--- src/rtl/genis_toplayici_if.sv ---
// Request/result handshake bundle for genis_toplayici.
// GENIS_TOPLAYICI_DOYUM_EN adds the doyum_i saturation request bit.
interface genis_toplayici_if;
  logic        gecerli_i;
  logic        hazir_o;
  logic [63:0] islec0_i;
  logic [63:0] islec1_i;
  logic        cikar_i;
`ifdef GENIS_TOPLAYICI_DOYUM_EN
  logic        doyum_i;
`endif
  logic        sonuc_gecerli_o;
  logic        sonuc_hazir_i;
  logic [63:0] sonuc_o;
  logic        elde_o;
  logic        tasma_o;
  logic        sifir_o;

  modport master (
`ifdef GENIS_TOPLAYICI_DOYUM_EN
    output doyum_i,
`endif
    output gecerli_i, islec0_i, islec1_i, cikar_i, sonuc_hazir_i,
    input  hazir_o, sonuc_gecerli_o, sonuc_o, elde_o, tasma_o, sifir_o
  );

  modport slave (
`ifdef GENIS_TOPLAYICI_DOYUM_EN
    input  doyum_i,
`endif
    input  gecerli_i, islec0_i, islec1_i, cikar_i, sonuc_hazir_i,
    output hazir_o, sonuc_gecerli_o, sonuc_o, elde_o, tasma_o, sifir_o
  );
endinterface

--- src/rtl/genis_toplayici.sv ---
// 64-bit add/subtract built from one shared 32-bit prefix adder, low half then high half.
// GENIS_TOPLAYICI_DOYUM_EN enables signed saturation on overflow (doyum_i).

module toplayici (
  input  logic [31:0] islec0_i,
  input  logic [31:0] islec1_i,
  input  logic        carry_i,
  output logic [31:0] toplam_o,
  output logic        carry_o
);
  logic [31:0] p0, g, p, gn, pn;

  // Kogge-Stone: carry-in folded into bit 0 generate so g[i] is the carry into bit i+1
  always_comb begin
    p0 = islec0_i ^ islec1_i;
    g  = islec0_i & islec1_i;
    g[0] = g[0] | (p0[0] & carry_i);
    p  = p0;
    gn = '0;
    pn = '0;
    for (int l = 0; l < 5; l++) begin
      gn = g;
      pn = p;
      for (int i = (1 << l); i < 32; i++) begin
        gn[i] = g[i] | (p[i] & g[i - (1 << l)]);
        pn[i] = p[i] & p[i - (1 << l)];
      end
      g = gn;
      p = pn;
    end
    toplam_o = p0 ^ {g[30:0], carry_i};
    carry_o  = g[31];
  end
endmodule

module genis_toplayici (
  input  logic               clk_i,
  input  logic               rstn_i,
  genis_toplayici_if.slave   bus
);
  typedef enum logic [1:0] {BOSTA, ALT, UST, CIKTI} durum_t;

  durum_t      durum;
  logic [63:0] a_q, b_q;
  logic        cin_q;
  logic        elde_ara_q;
  logic [31:0] alt_q;
  logic [63:0] sonuc_q;
  logic        elde_q, tasma_q, sifir_q, gecerli_q;
`ifdef GENIS_TOPLAYICI_DOYUM_EN
  logic        doyum_q;
`endif

  logic [31:0] add_a, add_b, add_sum;
  logic        add_cin, add_cout;
  logic        tasma_d;
  logic [63:0] sonuc_ham, sonuc_son;

  // Adder inputs held at zero outside the two compute states
  always_comb begin
    add_a   = '0;
    add_b   = '0;
    add_cin = 1'b0;
    case (durum)
      ALT: begin
        add_a   = a_q[31:0];
        add_b   = b_q[31:0];
        add_cin = cin_q;
      end
      UST: begin
        add_a   = a_q[63:32];
        add_b   = b_q[63:32];
        add_cin = elde_ara_q;
      end
      default: ;
    endcase
  end

  toplayici u_toplayici (
    .islec0_i (add_a),
    .islec1_i (add_b),
    .carry_i  (add_cin),
    .toplam_o (add_sum),
    .carry_o  (add_cout)
  );

  assign tasma_d   = (a_q[63] == b_q[63]) & (add_sum[31] != a_q[63]);
  assign sonuc_ham = {add_sum, alt_q};

`ifdef GENIS_TOPLAYICI_DOYUM_EN
  assign sonuc_son = (doyum_q & tasma_d)
                   ? (a_q[63] ? 64'h8000_0000_0000_0000 : 64'h7FFF_FFFF_FFFF_FFFF)
                   : sonuc_ham;
`else
  assign sonuc_son = sonuc_ham;
`endif

  always_ff @(posedge clk_i or negedge rstn_i) begin
    if (!rstn_i) begin
      durum      <= BOSTA;
      a_q        <= '0;
      b_q        <= '0;
      cin_q      <= 1'b0;
      elde_ara_q <= 1'b0;
      alt_q      <= '0;
      sonuc_q    <= '0;
      elde_q     <= 1'b0;
      tasma_q    <= 1'b0;
      sifir_q    <= 1'b0;
      gecerli_q  <= 1'b0;
`ifdef GENIS_TOPLAYICI_DOYUM_EN
      doyum_q    <= 1'b0;
`endif
    end else begin
      case (durum)
        BOSTA: if (bus.gecerli_i) begin
          a_q   <= bus.islec0_i;
          b_q   <= bus.cikar_i ? ~bus.islec1_i : bus.islec1_i;
          cin_q <= bus.cikar_i;
`ifdef GENIS_TOPLAYICI_DOYUM_EN
          doyum_q <= bus.doyum_i;
`endif
          durum <= ALT;
        end
        ALT: begin
          alt_q      <= add_sum;
          elde_ara_q <= add_cout;
          durum      <= UST;
        end
        UST: begin
          sonuc_q   <= sonuc_son;
          elde_q    <= add_cout;
          tasma_q   <= tasma_d;
          sifir_q   <= (sonuc_son == 64'd0);
          gecerli_q <= 1'b1;
          durum     <= CIKTI;
        end
        CIKTI: if (bus.sonuc_hazir_i) begin
          gecerli_q <= 1'b0;
          durum     <= BOSTA;
        end
        default: durum <= BOSTA;
      endcase
    end
  end

  assign bus.hazir_o         = (durum == BOSTA);
  assign bus.sonuc_gecerli_o = gecerli_q;
  assign bus.sonuc_o         = sonuc_q;
  assign bus.elde_o          = elde_q;
  assign bus.tasma_o         = tasma_q;
  assign bus.sifir_o         = sifir_q;
endmodule

--- src/flat_wrapper.sv ---
// flat-port wrapper written by rule: the top's interface ports become plain ports
module genis_toplayici_flat 
  (clk_i, rstn_i, bus_gecerli_i, bus_islec0_i, bus_islec1_i, bus_cikar_i, bus_sonuc_hazir_i, bus_hazir_o, bus_sonuc_gecerli_o, bus_sonuc_o, bus_elde_o, bus_tasma_o, bus_sifir_o);
  genis_toplayici_if bus_i ();
  input  logic clk_i;
  input  logic rstn_i;
  input wire logic [$bits(bus_i.gecerli_i)-1:0] bus_gecerli_i;
  input wire logic [$bits(bus_i.islec0_i)-1:0] bus_islec0_i;
  input wire logic [$bits(bus_i.islec1_i)-1:0] bus_islec1_i;
  input wire logic [$bits(bus_i.cikar_i)-1:0] bus_cikar_i;
  input wire logic [$bits(bus_i.sonuc_hazir_i)-1:0] bus_sonuc_hazir_i;
  output wire logic [$bits(bus_i.hazir_o)-1:0] bus_hazir_o;
  output wire logic [$bits(bus_i.sonuc_gecerli_o)-1:0] bus_sonuc_gecerli_o;
  output wire logic [$bits(bus_i.sonuc_o)-1:0] bus_sonuc_o;
  output wire logic [$bits(bus_i.elde_o)-1:0] bus_elde_o;
  output wire logic [$bits(bus_i.tasma_o)-1:0] bus_tasma_o;
  output wire logic [$bits(bus_i.sifir_o)-1:0] bus_sifir_o;
  assign bus_i.gecerli_i = bus_gecerli_i;
  assign bus_i.islec0_i = bus_islec0_i;
  assign bus_i.islec1_i = bus_islec1_i;
  assign bus_i.cikar_i = bus_cikar_i;
  assign bus_i.sonuc_hazir_i = bus_sonuc_hazir_i;
  assign bus_hazir_o = bus_i.hazir_o;
  assign bus_sonuc_gecerli_o = bus_i.sonuc_gecerli_o;
  assign bus_sonuc_o = bus_i.sonuc_o;
  assign bus_elde_o = bus_i.elde_o;
  assign bus_tasma_o = bus_i.tasma_o;
  assign bus_sifir_o = bus_i.sifir_o;
  genis_toplayici u_core (.clk_i(clk_i), .rstn_i(rstn_i), .bus(bus_i));
endmodule
--- config.mk ---
export PLATFORM = sky130hd
export DESIGN_NAME = genis_toplayici_flat
export DESIGN_NICKNAME = d
export VERILOG_FILES = /design/src/rtl/genis_toplayici_if.sv /design/src/rtl/genis_toplayici.sv /design/src/flat_wrapper.sv
export SDC_FILE = /design/constraint.sdc
export NUM_CORES = 1
export LEC_CHECK = 0
export CAP_MARGIN = 20
export CORE_MARGIN = 5
export CORE_UTILIZATION = 45
export DETAILED_ROUTE_END_ITERATION = 10
export PLACE_DENSITY = 0.67
export REMOVE_ABC_BUFFERS = 1
export SLEW_MARGIN = 20
export SYNTH_ARGS = -nofsm -noshare
export SYNTH_HDL_FRONTEND = slang
export SYNTH_SLANG_ARGS = --single-unit
--- constraint.sdc ---
create_clock -name clk_i -period 4.6 [get_ports clk_i]
set_clock_uncertainty 0.05 [all_clocks]
set_input_delay 0.46 -clock clk_i [delete_from_list [all_inputs] [get_ports clk_i]]
set_output_delay 0.46 -clock clk_i [all_outputs]
set_load 0.1 [all_outputs]
Word level (Yosys, flattened, before mapping)
Index checks and enable logic that the tools add are counted.
{"block": "totals", "wordCells": 396, "romBits": 0, "ram_bits": 0, "n_memories": 0, "latchBits": 0, "regBits": 232, "in_bits": 133}
{"block": "classes", "n_bitwise": 363, "div": 0, "n_mul": 0, "reduce_logical": 6, "shift": 0, "n_mux": 9, "eq_ne": 7, "n_lt_le_gt_ge": 0, "add_sub_neg": 0}
{"cell": "$and 1x1->1", "n": 229}
{"cell": "$or 1x1->1", "n": 130}
{"cell": "$pmux 32 s2", "n": 2}
{"cell": "$logic_not 64->1", "n": 1}
{"cell": "$mux 64", "n": 1}
{"cell": "$not 64->64", "n": 1}
{"cell": "$xor 32x32->32", "n": 2}
{"cell": "$and 32x32->32", "n": 1}
{"cell": "$pmux 2 s4", "n": 1}
{"cell": "$reduce_and 2->1", "n": 3}
{"cell": "$eq 2x2->1 const B", "n": 2}
{"cell": "$mux 2", "n": 2}
{"cell": "$ne 2x2->1 const B", "n": 2}
{"cell": "$pmux 1 s2", "n": 2}
{"cell": "$eq 2x1->1 const B", "n": 1}
{"cell": "$logic_not 2->1", "n": 1}
{"cell": "$reduce_bool 2->1", "n": 1}
{"cell": "$eq 1x1->1", "n": 1}
{"cell": "$mux 1", "n": 1}
{"cell": "$ne 1x1->1", "n": 1}

Longest topological paths before layout
Gate-level depths: netlist (run 1).
{"block": "depth", "word_depth": 16, "mapped_depth": 18}

Modules after synthesis
Synthesis (run 1) repeated with hierarchy kept, for this count alone.
{"block": "unflattened", "hier_cells": 1040, "hier_area_um2": 11826.3}
{"mod": "genis_toplayici", "area_per_inst_um2": 10234.8, "seq_area_each_um2": 5805.6, "cells_per_inst": 826, "n_inst": 1}
{"mod": "toplayici", "area_per_inst_um2": 1591.5, "seq_area_each_um2": 0.0, "cells_per_inst": 214, "n_inst": 1}

Least setup slack after synthesis (run 1)
Ideal clock, no wire load.
{"block": "synth_path", "kind": "flip-flop to flip-flop", "from": "reg u_core.durum[0]", "to": "reg u_core.sifir_q (netlist: u_core.bus.sifir_o)", "period_less_slack_ns": 4.050, "path_stages_with_launch": 17, "arrival_ns": 3.920, "setup_slack_ns": 0.550, "n_path_buf": 2, "required_time_ns": 4.470, "path_cell_list": "dfrtp_1 > inv_1 > ha_1 > buf_2 > clkbuf_1 > a22oi_1 > nor2b_1 > fa_1 > fa_1 > nor4_1 > nand4_1 > or4_1 > or3_1 > or4_1 > nor4_2 > nand4b_1 > o22ai_2"}
{"item": "start: declaration", "line": "genis_toplayici.sv:43", "rtl": "durum_t durum;"}
{"item": "start signal: assignment", "line": "genis_toplayici.sv:100", "rtl": "durum <= BOSTA;"}
{"item": "start signal: assignment", "line": "genis_toplayici.sv:123", "rtl": "durum <= ALT;"}
{"item": "start signal: assignment", "line": "genis_toplayici.sv:128", "rtl": "durum <= UST;"}
{"item": "$eq 2x2->1 / $eq 2x1->1 (equally long branches)", "line": "genis_toplayici.sv:64", "rtl": "case (durum)"}
{"item": "$pmux 32 s2", "line": "genis_toplayici.sv:64"}
{"item": "$xor 32x32->32", "line": "genis_toplayici.sv:15", "rtl": "p0 = islec0_i ^ islec1_i;"}
{"item": "$and 1x1->1", "line": "genis_toplayici.sv:17", "rtl": "g[0] = g[0] | (p0[0] & carry_i);"}
{"item": "$or 1x1->1", "line": "genis_toplayici.sv:17"}
{"item": "$xor 32x32->32 *", "line": "genis_toplayici.sv:31", "rtl": "toplam_o = p0 ^ {g[30:0], carry_i};"}
{"item": "via u_core.add_sum[1]", "line": "genis_toplayici.sv:54", "rtl": "logic [31:0] add_a, add_b, add_sum;"}
{"item": "$logic_not 64->1 *", "line": "genis_toplayici.sv:134", "rtl": "sifir_q <= (sonuc_son == 64'd0);"}
{"item": "end signal: assignment", "line": "genis_toplayici.sv:134"}
{"item": "end: declaration", "line": "genis_toplayici.sv:49", "rtl": "logic elde_q, tasma_q, sifir_q, gecerli_q;"}
Mark *: on every way through the listed nets, which the timed path passes. The rest lies on a longest branch.
A chain may end at the register's enable or synchronous reset.

Final worst setup path (run 1)
{"block": "layout_path", "from": "reg u_core.durum[0]", "to": "reg u_core.sifir_q (netlist: u_core.bus.sifir_o)"}
{"block": "layout_between", "elab_chain_len": 15}
{"item": "$eq 2x2->1 / $eq 2x1->1 (equally long branches)", "line": "genis_toplayici.sv:64, genis_toplayici.sv:115"}
{"item": "$pmux 32 s2", "line": "genis_toplayici.sv:64"}
{"item": "$xor 32x32->32", "line": "genis_toplayici.sv:15"}
{"item": "$and 1x1->1", "line": "genis_toplayici.sv:17"}
{"item": "$or 1x1->1", "line": "genis_toplayici.sv:17"}
{"item": "$and 1x1->1", "line": "genis_toplayici.sv:25", "rtl": "gn[i] = g[i] | (p[i] & g[i - (1 << l)]);"}
{"item": "$or 1x1->1", "line": "genis_toplayici.sv:25"}
{"item": "$and 1x1->1", "line": "genis_toplayici.sv:25"}
{"item": "$or 1x1->1", "line": "genis_toplayici.sv:25"}
{"item": "$and 1x1->1", "line": "genis_toplayici.sv:25"}
{"item": "$or 1x1->1", "line": "genis_toplayici.sv:25"}
{"item": "$and 1x1->1", "line": "genis_toplayici.sv:25"}
{"item": "$or 1x1->1", "line": "genis_toplayici.sv:25"}
{"item": "$xor 32x32->32", "line": "genis_toplayici.sv:31"}
{"item": "$logic_not 64->1", "line": "genis_toplayici.sv:134"}
Parallel ways exist; a longest one is shown, timed or not.

==> summary.log, run 1 <==
INFO  place          numPortBuffers=201
INFO  global_route   track_usage=19.93%
INFO  pwr            worst_ir_drop_vdd=336.9uV
INFO  clock_network  cts-buffers-inserted=25
INFO  detailed_routing first_iter_violations=524
INFO  pwr            p_per_area=808.6nW/um^2
INFO  synth          postSynth.asyncResetShare=100.0%
INFO  synth          netlist_area=12000squm
INFO  setup_path     cp_data_required_time=4980ps
INFO  final_layout   drive_gt1_share=18.07%
INFO  clock_network  cts_hold_buffers=0
INFO  detailed_routing drt_pass1_iterations=5
INFO  floorplan      core_area=26130squm
INFO  detailed_routing drt.antenna.violating_nets=0
INFO  pwr            power.share.switching=46.33%
INFO  pwr            p_leak=6.473nW
INFO  floorplan      start_util=45.91%
INFO  setup_path     path_cells=inv_1 -> ha_2 -> nor2b_1 -> fa_1 -> fa_1 -> a211oi_1 -> buf_4 -> o211ai_1 -> a31oi_2 -> xnor2_1 -> or4_1 -> nor4_4 -> nand4b_1 -> o22ai_2
INFO  setup_path     critical-path-top-delay-family=adder cells
INFO  place          placed_cells=1586
INFO  pwr            power.switching=5.690mW
INFO  detailed_routing drt-wirelength-per-cell=18.73microns
INFO  floorplan      total_number_of_placement_rows=59
INFO  hold_path      worst_hold_path_type=primary input to async pin
INFO  global_route   first_global_vias=9108
INFO  final_layout   area.growth.synth_to_final=26.58%
INFO  place          dp.final_hpwl=22290microns
INFO  clock_network  worst_skew_pair.late_latency=520ps
INFO  global_route   grt_overflow=0
INFO  clock_network  htreeDepth=1
INFO  final_layout   most-common-layout-cells=sky130_fd_sc_hd__dfrtp_1, sky130_fd_sc_hd__clkdlybuf4s50_1, sky130_fd_sc_hd__mux2_2
INFO  setup_path     largest_fanout_on_the_critical_path=5
INFO  pwr            report.power.total=12.28mW
INFO  sta            worst-slew-pin-transition=1128ps
INFO  synth          yosysWarningCount=0
INFO  setup_path     max_stage_delay=590ps
INFO  synth          yosys-top-cells-area=sky130_fd_sc_hd__dfrtp_1, sky130_fd_sc_hd__mux2_2, sky130_fd_sc_hd__xnor2_1
INFO  final_layout   final_area=15190squm
INFO  setup_path     crit_path_max_delay_cell_type=sky130_fd_sc_hd__or4_1
INFO  setup_path     critical_path_arrival=4730ps
INFO  clock_network  numClockSinks=232
INFO  synth          syn_inst=1097
INFO  run_status     run_status=finished with violations
INFO  synth          synth-seq-area-share=48.39%
INFO  floorplan      width_of_the_die=173.3microns
INFO  global_route   grt_antenna_before_repair=0
INFO  detailed_routing detail_route.drc_violations=0
INFO  clock_network  clock-root-buffer=sky130_fd_sc_hd__clkbuf_16
INFO  final_layout   finish.net_count=1449
INFO  synth          netlist.area_leader.share=48.39%
INFO  clock_network  buffers_from_clock_root_to_sink_at_most=3
INFO  detailed_routing vias=8916
INFO  setup_path     setup.worst_path.start_class=flip-flop
INFO  global_route   grt_max_degree=123
INFO  floorplan      boundaryPins=202
INFO  setup_path     cp-end-kind=flip-flop
INFO  final_layout   layoutNonFillerInstCount=1630
INFO  floorplan      die_h=173.3microns
INFO  detailed_routing drt-vias-per-instance=5.470
INFO  sta            period_needed=4349ps
INFO  final_layout   mostFrequentLayoutCell=sky130_fd_sc_hd__dfrtp_1
INFO  sta            max_slew_margin=24.58%
INFO  synth          synth_flop_cell=sky130_fd_sc_hd__dfrtp_1
INFO  flow_run       drv.max_cap_violation_count=0
INFO  place          dpl_cell_area=14390squm
INFO  sta            setup_viol=0
INFO  setup_path     reg2reg_setup_slack=250ps
INFO  sta            holdWs=-45.64ps
INFO  pwr            internal_power=6.591mW
INFO  detailed_routing drt_wl_total=30530microns
INFO  synth          yosys_register_bits=232
INFO  sta            final_max_slew_viol_count=0
INFO  sta            finalHoldViolCount=28
INFO  floorplan      die_area=30030squm
INFO  synth          synth_largest_area_cell=sky130_fd_sc_hd__dfrtp_1
INFO  sta            setup_ws=250.6ps
INFO  clock_network  cts_tree=built
INFO  pwr            power.share.sequential=28.6%
INFO  final_layout   filler_cell_count=2254
INFO  place          place_congestion=0.8725
INFO  sta            fmax=229.9MHz
INFO  place          dp_worst_setup_slack=200.7ps
INFO  clock_network  clk_pin_slew_worst_setup_hold_paths=60ps
INFO  run_status     failed_checks=negative hold slack
INFO  setup_path     cp_common_cell=sky130_fd_sc_hd__fa_1
INFO  setup_path     worstSetupPathType=flip-flop to flip-flop
INFO  final_layout   num_antenna_cells=0
INFO  pwr            comb_power_share=55.8%
INFO  synth          synth_enable_flop_cells=0
INFO  synth          synthDistinctLibCells=63
INFO  setup_path     crit_buf_inv=2
INFO  global_route   wire_length_of_the_first_global_routing_pass=49860microns
INFO  synth          avgSynthCellArea=10.94squm
INFO  sta            period_share=94.55%
INFO  pwr            p_clk_share=15.5%
INFO  final_layout   finalCoreUtilization=58.12%
-- layer usage --
metal  global-route usage (%)  vias up  share of wire (%)
li1                         -     4264                  -
met1                    28.26     4375                 46
met2                    31.43      233                 46
met3                    4.624       44                5.9
met4                    4.357        0                2.3
met5                        0        -                  0
-- logic make-up after synthesis --
logic type	synth area share [%]
multiplexers	14.45
AND/OR/NAND/NOR	10.98
buffers and inverters	2.743
XOR/XNOR	6.351
AO/OA/AOI/OAI	12.99
flip-flops	48.39
adder cells (fa/ha/maj)	4.088
-- cell usage after synthesis (8+ instances only) --
cell type,instances
sky130_fd_sc_hd__inv_1,12
sky130_fd_sc_hd__a21oi_1,35
sky130_fd_sc_hd__a22oi_1,66
sky130_fd_sc_hd__nand3_1,8
sky130_fd_sc_hd__o21ai_0,84
sky130_fd_sc_hd__nor3_1,14
sky130_fd_sc_hd__clkbuf_1,56
sky130_fd_sc_hd__mux2_2,154
sky130_fd_sc_hd__xnor2_1,79
sky130_fd_sc_hd__dfrtp_1,232
sky130_fd_sc_hd__nor2_1,36
sky130_fd_sc_hd__xor2_1,8
sky130_fd_sc_hd__ha_1,36
sky130_fd_sc_hd__nand2_1,91
sky130_fd_sc_hd__nand4_1,9
sky130_fd_sc_hd__nor2b_1,66
sky130_fd_sc_hd__nor4_1,8
sky130_fd_sc_hd__a21o_1,10
-- metrics by stage --
stage / hold WS (ps) / TNS (ps)
2_1_floorplan: 114.4 / -139980
3_3_place_gp: 412.6 / 0
3_5_place_dp: 421.0 / 0
4_1_cts: 23.93 / 0
5_1_grt: 51.44 / -65.40
6_report: -45.64 / 0
-- state kept, by name (all words and copies together) (netlist names), 2 cells and up --
register            cells
u_core.a_q             64
u_core.b_q             64
u_core.bus.sonuc_o     64
u_core.alt_q           32
u_core.durum            2
-- power by group through the flow --
| stage | Clock (mW) | Sequential, mW | Combinational, mW |
|---|---|---|---|
| 2_1_floorplan | 0 | 5.00 | 3.50 |
| 3_3_place_gp | 0 | 3.51 | 6.76 |
| 3_5_place_dp | 0 | 3.54 | 6.85 |
| 4_1_cts | 1.96 | 3.51 | 6.89 |
| 5_1_grt | 2.04 | 3.61 | 7.37 |
| 6_report | 1.91 | 3.52 | 6.86 |
-- layout make-up --
class,count,area [sq um],share of cell area (%)
clock buffers,37,740.7,4.877
clock inverters,7,38.79,0.2554
inverters,12,45.04,0.2966
multi-input cells,784,5921,38.98
flip-flops and latches,232,5806,38.23
well taps,335,419.2,2.760
repair buffers,223,2217,14.60
-- timing repair --
action | 4_1_cts | 5_1_grt
setup buffers | 0 | 0
endpoints found under the setup margin | 0 | 3
gates resized for setup | 0 | 4
-- final timing paths --
check                                    endpoint             from  cells after the start
min in group clk_i                 u_core.b_q[11]   u_core.b_q[11]                      2
max                            u_core.bus.sifir_o  u_core.durum[0]                     14
min reg2reg                        u_core.b_q[11]   u_core.b_q[11]                      2
min                                u_core.a_q[60]           rstn_i                      1
max reg2reg                    u_core.bus.sifir_o  u_core.durum[0]                     14
max in group asynchronous  u_core.bus.sonuc_o[58]           rstn_i                      2
No activity file was read; power rests on OpenSTA's default activity.
==> run 2, diff against run 1 <==
Settings changed: CELL_PAD_IN_SITES_DETAIL_PLACEMENT from default to 1, CELL_PAD_IN_SITES_GLOBAL_PLACEMENT from default to 1, CORE_UTILIZATION 45 to 42, PLACE_DENSITY 0.67 to 0.78, SLEW_MARGIN 20 to default.
==> run 2 against run 1 <==
Effect of this change:
- the run still ends with negative hold slack left
- cell area up 0.72%
- setup slack worse by 25 ps
- sequential power about the same
- global-route usage up 1.9 points
- clock power up 6%
- core utilization down 3.5 points
- final cell count up 2.6%
- largest power group unchanged
- highest routed layer unchanged
==> summary.log, run 2 (synthesis gave the netlist of run 1 again) <==
INFO  setup_path     cp_data_required_time=4950ps
INFO  pwr            p_leak=6.487nW
INFO  clock_network  clock-root-buffer=sky130_fd_sc_hd__clkbuf_16
INFO  pwr            p_clk_share=16.0%
INFO  sta            rsz0062_at_grt=no
INFO  floorplan      die_area=32050squm
INFO  place          numPortBuffers=201
INFO  floorplan      total_number_of_placement_rows=61
INFO  detailed_routing drt-vias-per-instance=5.449
INFO  pwr            power.share.switching=47.19%
INFO  final_layout   num_antenna_cells=0
INFO  global_route   first_global_vias=10220
INFO  detailed_routing first_iter_violations=351
INFO  final_layout   area.growth.synth_to_final=27.50%
INFO  place          place_congestion=0.8790
INFO  sta            setup_ws=225.3ps
INFO  detailed_routing detail_route.drc_violations=0
INFO  clock_network  worst_skew_pair.late_latency=530ps
INFO  sta            worst-slew-pin-transition=1083ps
INFO  clock_network  numClockSinks=232
INFO  clock_network  htreeDepth=1
INFO  sta            setup_viol=0
INFO  final_layout   finish.net_count=1446
INFO  sta            timing.setup.tns=0ps
INFO  final_layout   mostFrequentLayoutCell=sky130_fd_sc_hd__dfrtp_1
INFO  setup_path     critical_path_arrival=4730ps
INFO  floorplan      die_h=179.0microns
INFO  final_layout   drive_gt1_share=18.16%
INFO  global_route   wire_length_of_the_first_global_routing_pass=56060microns
INFO  flow_run       drv.max_cap_violation_count=0
INFO  global_route   track_usage=21.81%
INFO  setup_path     largest_fanout_on_the_critical_path=5
INFO  sta            finalHoldViolCount=3
INFO  run_status     failed_checks=negative hold slack
INFO  floorplan      boundaryPins=202
INFO  sta            period_needed=4375ps
INFO  clock_network  cts-buffers-inserted=27
INFO  clock_network  clk_pin_slew_worst_setup_hold_paths=60ps
INFO  clock_network  cts_hold_buffers=0
INFO  detailed_routing drt_wl_total=34720microns
INFO  floorplan      core_area=28010squm
INFO  detailed_routing vias=9110
INFO  floorplan      width_of_the_die=179.0microns
INFO  sta            holdWs=-18.19ps
INFO  pwr            worst_ir_drop_vdd=296.9uV
INFO  pwr            internal_power=6.672mW
INFO  place          dp_worst_setup_slack=178.8ps
INFO  pwr            comb_power_share=55.9%
INFO  pwr            power.share.sequential=28.1%
INFO  detailed_routing drt_pass1_iterations=6
INFO  global_route   grt_overflow=0
INFO  global_route   grt_max_degree=129
INFO  global_route   grt_antenna_before_repair=0
INFO  sta            max_slew_margin=27.59%
INFO  pwr            power.switching=5.962mW
INFO  detailed_routing drt.antenna.violating_nets=0
INFO  floorplan      start_util=42.83%
INFO  setup_path     worstSetupPathType=flip-flop to flip-flop
INFO  final_layout   most-common-layout-cells=sky130_fd_sc_hd__dfrtp_1, sky130_fd_sc_hd__clkdlybuf4s50_1, sky130_fd_sc_hd__mux2_2
INFO  clock_network  post_cts_setup_repair_buffer_count=0
INFO  setup_path     cp-end-kind=flip-flop
INFO  sta            period_share=95.10%
INFO  hold_path      worst_hold_path_type=primary input to async pin
INFO  clock_network  cts_tree=built
INFO  detailed_routing drt-wirelength-per-cell=20.77microns
INFO  place          dp.final_hpwl=24930microns
INFO  setup_path     setup.worst_path.start_class=flip-flop
INFO  run_status     run_status=finished with violations
INFO  sta            final_max_slew_viol_count=0
INFO  final_layout   finalCoreUtilization=54.61%
INFO  clock_network  buffers_from_clock_root_to_sink_at_most=3
INFO  pwr            p_per_area=825.9nW/um^2
INFO  sta            fmax=228.6MHz
==> run 2: final timing paths <==
| path | slack [ps] | start | cells past startpoint | to |
|---|---|---|---|---|
| min in group clk_i | 430 | u_core.b_q[5] | 2 | u_core.b_q[5] |
| worst min register to register | 430 | u_core.b_q[5] | 2 | u_core.b_q[5] |
| max in group asynchronous | 3330 | rstn_i | 2 | u_core.bus.sonuc_o[7] |
| worst max-delay path | 230 | u_core.durum[1] | 14 | u_core.bus.sifir_o |
| worst min-delay path | -20 | rstn_i | 1 | u_core.b_q[23] |
| worst max register to register | 230 | u_core.durum[1] | 14 | u_core.bus.sifir_o |
==> run 2: metal layers <==
metal	track usage [%]	routed length, microns	vias to the layer above
met5	0	0	-
met2	37.82	16940	215
met3	4.745	2071	44
met4	4.349	694	0
met1	28.24	15020	4583
li1	-	-	4268
==> run 2: stage by stage <==
step	instances	cell area (sq um)	hold slack (ps)	total power [mW]
after floorplan	1028	11710	114.4	8.509
after global placement	1624	14410	413.4	10.34
after detailed placement	1624	14410	423.1	10.56
after CTS	1672	15240	45.39	12.68
after global routing	1672	15300	93.07	13.40
final	1672	15300	-18.19	12.63
==> run 2: timing repair <==
item	in CTS	in global routing
endpoints found under the setup margin	0	8
gates resized for setup	0	9
endpoints found under the hold margin	0	0
==> run 2: final cells by class <==
type	count	area (sq um)
Fill cell	2966	12710
Inverter	12	45.04
Multi-Input combinational cell	784	5949
Clock buffer	38	767.0
Tap cell	378	473.0
Clock inverter	10	61.31
Timing Repair Buffer	218	2196
Sequential cell	232	5806
==> run 2: power groups by stage <==
stage | Clock, mW | Sequential [mW] | Combinational (mW)
after CTS | 2.07 | 3.55 | 7.06
after floorplan | 0 | 5.00 | 3.50
final | 2.02 | 3.55 | 7.06
after global routing | 2.16 | 3.64 | 7.60
after detailed placement | 0 | 3.56 | 6.99
after global placement | 0 | 3.51 | 6.82
==> run 2: critical path, cell delays in order, from the launching register on <==
cell and delay (ps):
sky130_fd_sc_hd__dfrtp_1 430, sky130_fd_sc_hd__inv_1 160, sky130_fd_sc_hd__ha_2 320, sky130_fd_sc_hd__nor2b_1 160
sky130_fd_sc_hd__fa_1 470, sky130_fd_sc_hd__fa_1 430, sky130_fd_sc_hd__a211oi_1 400, sky130_fd_sc_hd__o211ai_1 290
sky130_fd_sc_hd__a31oi_2 280, sky130_fd_sc_hd__o21ai_1 210, sky130_fd_sc_hd__a221o_1 360, sky130_fd_sc_hd__a21oi_1 220
sky130_fd_sc_hd__xnor2_1 200, sky130_fd_sc_hd__nand4b_1 180, sky130_fd_sc_hd__o22ai_2 80
==> RTL edit (flow settings as in run 1) <==
Re-encode `durum_t` (4 values) as one-hot, 4 bits wide.
--- a/src/rtl/genis_toplayici.sv
+++ b/src/rtl/genis_toplayici.sv
@@ -38,7 +38,7 @@
   input  logic               rstn_i,
   genis_toplayici_if.slave   bus
 );
-  typedef enum logic [1:0] {BOSTA, ALT, UST, CIKTI} durum_t;
+  typedef enum logic [3:0] {BOSTA = 4'b0001, ALT = 4'b0010, UST = 4'b0100, CIKTI = 4'b1000} durum_t;
 
   durum_t      durum;
   logic [63:0] a_q, b_q;
Check against the original RTL: same outputs for any inputs over 4 cycles, from zero or initial values and one cycle with rstn_i low; so few cycles prove little.
==> RTL edit against run 1 <==
- total power down 25%
- sequential share of layout area up 0.98 points
- combinational power down 44%
- clock power up 3%
- worst setup slack better by 44 ps
- sequential cell count up 2
- synthesized area down 2.3%
- wire length down 0.71%
- cell area down 1.6%
- worst hold slack better by 390 ps
- largest power group unchanged
==> RTL edit: results (changes against run 1) <==
| Metric | Value |
|---|---|
| Final number of hold-violating endpoints | 0 (-100%) |
| Placed cell area | 0.01407 mm^2 (-2.2%) |
| Sequential cell count | 234 (+0.86%) |
| Crit-path max cell delay | 650 ps (+60 ps) |
| NonClk Buf Share | 0.1557 (+0.009708) |
| Leakage | 6.850 nW (+5.8%) |
| Number of global-route vias before repair | 9395 (+3.2%) |
| Seq group | 3.44 mW (-2%) |
| DRT iter0 DRCs | 671 (+28%) |
| Crit Path Max Fanout | 43 (+38) |
| Gpl congestion | 0.8918 (+2.2%) |
| Met3 wire len | 1468 um (-18%) |
| Post-synthesis compound-gate area fraction | 0.1585 (+0.02852) |
| Clock tree cell share of total cell area | 0.05377 (+0.002443) |
| Clock Power Share | 0.213 (+0.058) |
| H-tree levels | 1 (unchanged) |
| Ant diodes | 0 (unchanged) |
| Inverter count | 8 (-4) |
| Top cells by area, synth | dfrtp_1 (50%), nand2_1 (15%), o21ai_0 (5.9%) |
| Measured slew at the worst slew-check pin | 1086 ps (-41.91 ps) |
| Internal | 5.192 mW (-21%) |
| Clkbuf count | 38 (+2.7%) |
| Critical path's slowest cell | or4b_2 |
| Largest net degree at the start of global routing | 194 (+58%) |
| Delay-heaviest family, CP | simple AND/OR/NAND/NOR gates |
| GRT met2 Usage | 0.3288 (+0.01456) |
| Register area share after synthesis | 0.4998 (+0.01595) |
| Ratio of cells with drive above 1 in the final layout | 0.06109 (-0.1196) |
| Post-Synth Adder-Cell Area | 0.03652 (-0.004361) |
| Gr usage total | 0.2019 (+0.002619) |
| Syn avg cell area | 8.951 um^2 (-18%) |
| XOR/XNOR share of the synthesized area | 0.06578 (+0.002267) |
| Post-Place Worst Slack | 182.8 ps (-17.88 ps) |
| DRT met1 WL | 14240 um (+1.7%) |
| Met3 GRT Util | 0.02666 (-0.01958) |
| Clk. pwr | 1.97 mW (+3%) |
| Core area | 0.02584 mm^2 (-1.1%) |
| Final std cells w/o fill | 1841 (+13%) |
| Met2 WL | 14140 um (+0.78%) |
| M1 GR Usage | 0.2927 (+0.01007) |
| Cell variety after synth | 69 (+9.5%) |
| HPWL Detailed | 21770 um (-2.3%) |
| Fillers | 2330 (+3.4%) |
| Nonclk buf count | 234 (+4.9%) |
| Mux cell area share after synthesis | 0.001922 (-0.1426) |
| Worst vdd ir | 1.313 mV (+290%) |
| Arr. time, crit path | 4700 ps (-30 ps) |
| First-pass GRT wire length | 48820 um (-2.1%) |
| Comb_multi_in | 985 (+26%) |
| Post-Route WL | 30310 um (-0.71%) |
| Fin nets | 1654 (+14%) |
| Root buf cell | clkbuf_16 |
| PortBufs | 201 (unchanged) |
| Status | finished, final reports clean |
| Via Count | 9584 (+7.5%) |
| Sequential Area | 0.005857 mm^2 (+0.88%) |
| 1st-pass router iterations | 5 (unchanged) |
| Fraction of area in multi-input gates | 0.3683 (-0.02151) |
| Fraction of area in registers | 0.3920 (+0.009775) |
| Top post-synthesis cells by count | nand2_1 (461), dfrtp_1 (233), o21ai_0 (139) |
RTL edit: timing repair:
item,CTS,global route
hold buffers,0,1
setup buffers,0,1
endpoints found under the setup margin,0,1
gates resized for setup,0,3
hold endpoints to repair,0,35
RTL edit: final timing paths:
check                                                   startpoint  slack, ps  cells after the start                                 end
worst max-delay path                   u_core.durum[1]$_DFFE_PN0P_        290                     16      u_core.bus.sifir_o$_DFFE_PN0N_
worst min-delay path                                        rstn_i        340                      2           u_core.b_q[7]$_DFFE_PN0P_
worst max register to register         u_core.durum[1]$_DFFE_PN0P_        290                     16      u_core.bus.sifir_o$_DFFE_PN0N_
worst min register to register  u_core.bus.sonuc_o[25]$_DFFE_PN0N_        420                      2  u_core.bus.sonuc_o[25]$_DFFE_PN0N_
max in group asynchronous                                   rstn_i       3050                      4       u_core.elde_ara_q$_DFFE_PN0N_
min in group clk_i                                bus_islec0_i[34]        400                      3          u_core.a_q[34]$_DFFE_PN0P_
